==> src/rtl/icache_dm_if.sv <==
// icache_dm_if: datapath fetch port, memory read port and performance counters of icache_dm
interface icache_dm_if #(parameter int CNT_W = 16);
   logic             imemREN;
   logic [31:0]      imemaddr;
   logic             inval;
   logic [31:0]      imemload;
   logic             ihit;
   logic             iREN;
   logic [31:0]      iaddr;
   logic [31:0]      iload;
   logic             iwait;
   logic [CNT_W-1:0] hit_count;
   logic [CNT_W-1:0] miss_count;
   modport slave (
      input  imemREN, imemaddr, inval, iload, iwait,
      output imemload, ihit, iREN, iaddr, hit_count, miss_count
   );
   modport master (
      output imemREN, imemaddr, inval, iload, iwait,
      input  imemload, ihit, iREN, iaddr, hit_count, miss_count
   );
endinterface

==> src/rtl/icache_dm.sv <==
// icache_dm: direct-mapped one-word-per-line read-only instruction cache
// with a two-state fill FSM and saturating hit/miss counters.
module icache_dm #(
   parameter int SETS  = 16,
   parameter int CNT_W = 16
) (
   input  logic      CLK,
   input  logic      RST,
   icache_dm_if.slave bus
);
   localparam int IDX = $clog2(SETS);
   localparam int TW  = 30 - IDX;
   typedef enum logic {IDLE, FILL} state_t;
   state_t           r_state;
   logic [SETS-1:0]  r_valid;
   logic [TW-1:0]    r_tag [SETS];
   logic [31:0]      r_data [SETS];
   logic [31:0]      r_fill_addr;
   logic [CNT_W-1:0] r_hit_cnt;
   logic [CNT_W-1:0] r_miss_cnt;
   logic [IDX-1:0]   w_idx;
   logic [IDX-1:0]   w_fidx;
   logic             w_hit;
   logic             w_miss;
   logic             w_done;
   always_comb begin
      w_idx  = bus.imemaddr[IDX+1:2];
      w_fidx = r_fill_addr[IDX+1:2];
      w_hit  = r_state == IDLE && bus.imemREN && r_valid[w_idx] && r_tag[w_idx] == bus.imemaddr[31:IDX+2];
      w_miss = r_state == IDLE && bus.imemREN && !w_hit;
      w_done = r_state == FILL && !bus.iwait;
   end
   assign bus.ihit       = w_hit;
   assign bus.imemload   = w_hit ? r_data[w_idx] : '0;
   assign bus.iREN       = r_state == FILL;
   assign bus.iaddr      = r_state == FILL ? r_fill_addr : '0;
   assign bus.hit_count  = r_hit_cnt;
   assign bus.miss_count = r_miss_cnt;
   // Invalidate is applied last so it wins over a fill completing on the same edge.
   always_ff @(posedge CLK) begin
      if (RST) begin
         r_state     <= IDLE;
         r_valid     <= '0;
         r_fill_addr <= '0;
         r_hit_cnt   <= '0;
         r_miss_cnt  <= '0;
      end else begin
         if (w_hit && r_hit_cnt != '1) r_hit_cnt <= r_hit_cnt + 1'b1;
         if (w_miss) begin
            r_fill_addr <= {bus.imemaddr[31:2], 2'b00};
            r_state     <= FILL;
            if (r_miss_cnt != '1) r_miss_cnt <= r_miss_cnt + 1'b1;
         end
         if (w_done) begin
            r_valid[w_fidx] <= 1'b1;
            r_state         <= IDLE;
         end
         if (bus.inval) r_valid <= '0;
      end
   end
   always_ff @(posedge CLK) begin
      if (w_done) begin
         r_tag[w_fidx]  <= r_fill_addr[31:IDX+2];
         r_data[w_fidx] <= bus.iload;
      end
   end
endmodule

==> src/flat_wrapper.sv <==
// flat-port wrapper written by rule: the top's interface ports become plain ports
module icache_dm_flat 
#(
   parameter int SETS  = 16,
   parameter int CNT_W = 16
)
  (CLK, RST, bus_imemREN, bus_imemaddr, bus_inval, bus_iload, bus_iwait, bus_imemload, bus_ihit, bus_iREN, bus_iaddr, bus_hit_count, bus_miss_count);
  icache_dm_if #(.CNT_W(CNT_W)) bus_i ();
  input  logic CLK;
  input  logic RST;
  input wire logic [$bits(bus_i.imemREN)-1:0] bus_imemREN;
  input wire logic [$bits(bus_i.imemaddr)-1:0] bus_imemaddr;
  input wire logic [$bits(bus_i.inval)-1:0] bus_inval;
  input wire logic [$bits(bus_i.iload)-1:0] bus_iload;
  input wire logic [$bits(bus_i.iwait)-1:0] bus_iwait;
  output wire logic [$bits(bus_i.imemload)-1:0] bus_imemload;
  output wire logic [$bits(bus_i.ihit)-1:0] bus_ihit;
  output wire logic [$bits(bus_i.iREN)-1:0] bus_iREN;
  output wire logic [$bits(bus_i.iaddr)-1:0] bus_iaddr;
  output wire logic [$bits(bus_i.hit_count)-1:0] bus_hit_count;
  output wire logic [$bits(bus_i.miss_count)-1:0] bus_miss_count;
  assign bus_i.imemREN = bus_imemREN;
  assign bus_i.imemaddr = bus_imemaddr;
  assign bus_i.inval = bus_inval;
  assign bus_i.iload = bus_iload;
  assign bus_i.iwait = bus_iwait;
  assign bus_imemload = bus_i.imemload;
  assign bus_ihit = bus_i.ihit;
  assign bus_iREN = bus_i.iREN;
  assign bus_iaddr = bus_i.iaddr;
  assign bus_hit_count = bus_i.hit_count;
  assign bus_miss_count = bus_i.miss_count;
  icache_dm #(.SETS(SETS), .CNT_W(CNT_W)) u_core (.CLK(CLK), .RST(RST), .bus(bus_i));
endmodule
==> config.mk <==
export PLATFORM = sky130hd
export DESIGN_NAME = icache_dm_flat
export DESIGN_NICKNAME = d
export VERILOG_FILES = /design/src/rtl/icache_dm_if.sv /design/src/rtl/icache_dm.sv /design/src/flat_wrapper.sv
export SDC_FILE = /design/constraint.sdc
export NUM_CORES = 1
export LEC_CHECK = 0
export ABC_AREA = 0
export BUFFER_PORTS_ARGS = -buffer_cell sky130_fd_sc_hd__buf_2
export CORE_ASPECT_RATIO = 1.75
export CORE_MARGIN = 1
export CORE_UTILIZATION = 66
export DETAILED_ROUTE_END_ITERATION = 6
export PLACE_DENSITY_LB_ADDON = 0.3
export SYNTH_ARGS = -nofsm -noshare
export SYNTH_HDL_FRONTEND = slang
export SYNTH_SLANG_ARGS = --single-unit
==> constraint.sdc <==
create_clock -name CLK -period 12.1 [get_ports CLK]
set_input_delay 1.815 -clock CLK [delete_from_list [all_inputs] [get_ports CLK]]
set_output_delay 1.815 -clock CLK [all_outputs]
set_load 0.05 [all_outputs]
==> results.toml <==
[status]
outcome = "complete, no violations"

[grt]
grt_overflow = 0
grt_max_degree = 105
antenna_found_initial = 4
grt_pass1_wl_um = 141000
grt.total_usage_pct = 32.2
grt_pass1_vias = 21528

[timing]
worstMarginPinSlew_ns = 1.21
setup_viol = 0
layout_min_cycle_time_ns = 8.51
tns_ns = 0
fmax_mhz = 117
finalMaxSlewViolations = 0
slew-limit-headroom_pct = 17.2
period_share_pct = 70.3
rsz0062_at_grt = "false"
hold_viol = 0
finalClockSkew_ns = 0.0253

[place]
io_buffers = 162
place_area_mm2 = 0.0415
gp_congestion = 0.892
dpl.hpwl_um = 48300

[clock_tree]
cts_tree = "yes"
htreeDepth = 3
cts_root_buf = "clkbuf_16"
clock_sinks = 1007
clock_path_buffers = 3
cts_resized = 0
clk_pin_slew_ns = 0.06
clock_latency_ns = 0.64
postCtsSetupBuffers = 0
cts_buffers = 84
cts-hold-fix-buffers = 0

[detailed_routing]
drt_iter0_drc = 2626
routed_wl_um = 96100
first_pass_iters = 5
route.detailed.drc = 0
vias_per_cell = 6.99
ant_nets = 0
vias = 21063
post_drt_wl_per_cell_um = 31.9

[setup_path]
critPathMostFrequentCell = "buf_4"
crit_family = "buffers and inverters"
cp_max_fo = 104
required_ns = 10.28
end_kind = "output port"
slowest_stage = "buf_4"
worstPathArrival_ns = 6.70
crit_chain = "buf_8 > buf_4 > buf_4 > mux4_2 > mux2i_1 > xnor2_1 > nor3_1 > a21oi_1 > nor2_1 > nand4_4 > inv_2 > buf_4 > and2_1 > buf_2"
critPathMaxStageDelay_ns = 0.81
start_kind = "input pin"
crit_type = "in -> out"
critPathBufInv = 6

[layout]
syn_to_final_growth_pct = 10.8
final_area_mm2 = 0.0441
final_nets = 2239
final_core_util_pct = 74.2
fill_cells = 3318
final-seq-area_mm2 = 0.0294
multi_input_area_mm2 = 0.00987
drive_gt1_share_pct = 27.0
num_antenna_cells = 0

[synth]
ys_top_cells_by_count = "928 x edfxtp_1, 238 x mux4_2, 100 x mux2i_1"
yosys_warnings = 0
synth_area_leaders = "edfxtp_1 70%, mux4_2 13%, dfxtp_1 4.0%, mux2i_1 2.5%, and2_1 1.0%"
synth_seq_cells = 1007
synth_edf_count = 928
synth_top_area_share_pct = 70.1
netlist_instances = 1998
synth_ff_type = "edfxtp_1"
synth_seq_area_share_pct = 74.1
yosys.area.top_type = "edfxtp_1"
syn_area_mm2 = 0.0398
yosysMostFrequentCell = "edfxtp_1"
synthArstFlopShare_pct = 0
synth_cell_type_count = 63
syn_avg_cell_area_um2 = 19.9

[floorplan]
core_mm2 = 0.0594
die_w_um = 188
std_cell_rows = 118
dieArea_mm2 = 0.0613
die_y_um = 327
initial_core_util_pct = 67.0
io_pins = 167

[power]
ir_drop_mv = 0.138
p_leak_uw = 0.0143
pwr_density_cell_mw_per_mm2 = 154

[hold_path]
hold_class = "reg -> reg"

[job]
cap_violations = 0
[through the flow]
| step | power [µW] | hold WS, ns | instances | worst slack [ns] |
|---|---|---|---|---|
| after CTS | 6820 | 0.473 | 3013 | 3.67 |
| after global routing | 6960 | 0.494 | 3014 | 3.44 |
| after global placement | 4240 | 0.442 | 2861 | 3.75 |
| after floorplan | 4140 | 0.435 | 1999 | 5.18 |
| after detailed placement | 4250 | 0.453 | 2861 | 3.72 |
| final | 6790 | 0.469 | 3014 | 3.59 |
[cells by family (layout without fill, tap and decap cells)]
group | after synthesis | count (layout) | share of synthesized area, %
AOI/OAI and AO/OA | 172 | 172 | 3.01
muxes | 357 | 357 | 16.5
other | 1 | 2 | 0.00943
and+or+nand+nor | 305 | 305 | 4.25
adders and majority gates | 2 | 2 | 0.0629
DFF | 1007 | 1007 | 74.1
xor gates and xnor gates | 28 | 28 | 0.617
buffers and inverters | 126 | 361 | 1.45
[sequential cells by signal (all words and copies together) (netlist names)]
name	flops
u_core.bus.iREN	1
u_core.r_valid	16
u_core.r_fill_addr	30
u_core.r_tag	416
u_core.bus.hit_count	16
u_core.r_data	512
u_core.bus.miss_count	16
[power by group]
part / total (µW) / internal, µW / switching [µW]
Sequential: 3850 / 3820 / 32.0
Combinational: 334 / 132 / 202
Clock: 2610 / 1410 / 1200
[placed cells by master, fill, tap and decap left out, drive strengths merged, types with 5 or more instances in the layout]
master and count:
o21a 17, mux4 238, a22o 9, and3 14
o21ai 12, a22oi 12, or4 9, nand3 46
xnor2 17, mux2i 100, mux2 19, nor3 15
and4 5, nor4 9, clkbuf 112, or3 6
nor2b 21, nor2 47, dfxtp 79, edfxtp 928
a21oi 49, nand2 32, nand2b 6, inv 12
nand4 16, and2 66, o31ai 39, a221oi 5
xor2 11, buf 200, clkinv 30
[per-layer routing]
metal  GRT usage [%]  wire [µm]  vias to the layer above
li1                -          -                     8546
met1            41.6      34700                    10900
met2            54.5      49100                     1363
met3            5.32       8230                      248
met4            14.3       4140                        6
met5               0         34                        -
[final cells by class]
class | instances | share of cell area [%]
Tap cell | 780 | 2.22
Sequential cell | 1007 | 66.8
Clock buffer | 112 | 5.24
Multi-Input combinational cell | 866 | 22.4
Timing Repair Buffer | 200 | 2.57
Clock inverter | 40 | 0.642
Inverter | 9 | 0.0767
[final timing paths]
path                                            from                        to  slack [ns]  cells past startpoint
worst min-delay path               u_core.r_valid[8]         u_core.r_valid[8]        0.47                      1
worst min register to register     u_core.r_valid[8]         u_core.r_valid[8]        0.47                      1
worst max-delay path                 bus_imemaddr[3]           bus_imemload[4]        3.59                     14
worst max register to register  u_core.r_tag[12][19]  u_core.bus.hit_count[12]        7.93                     12
(Power assumes the default switching activity.)
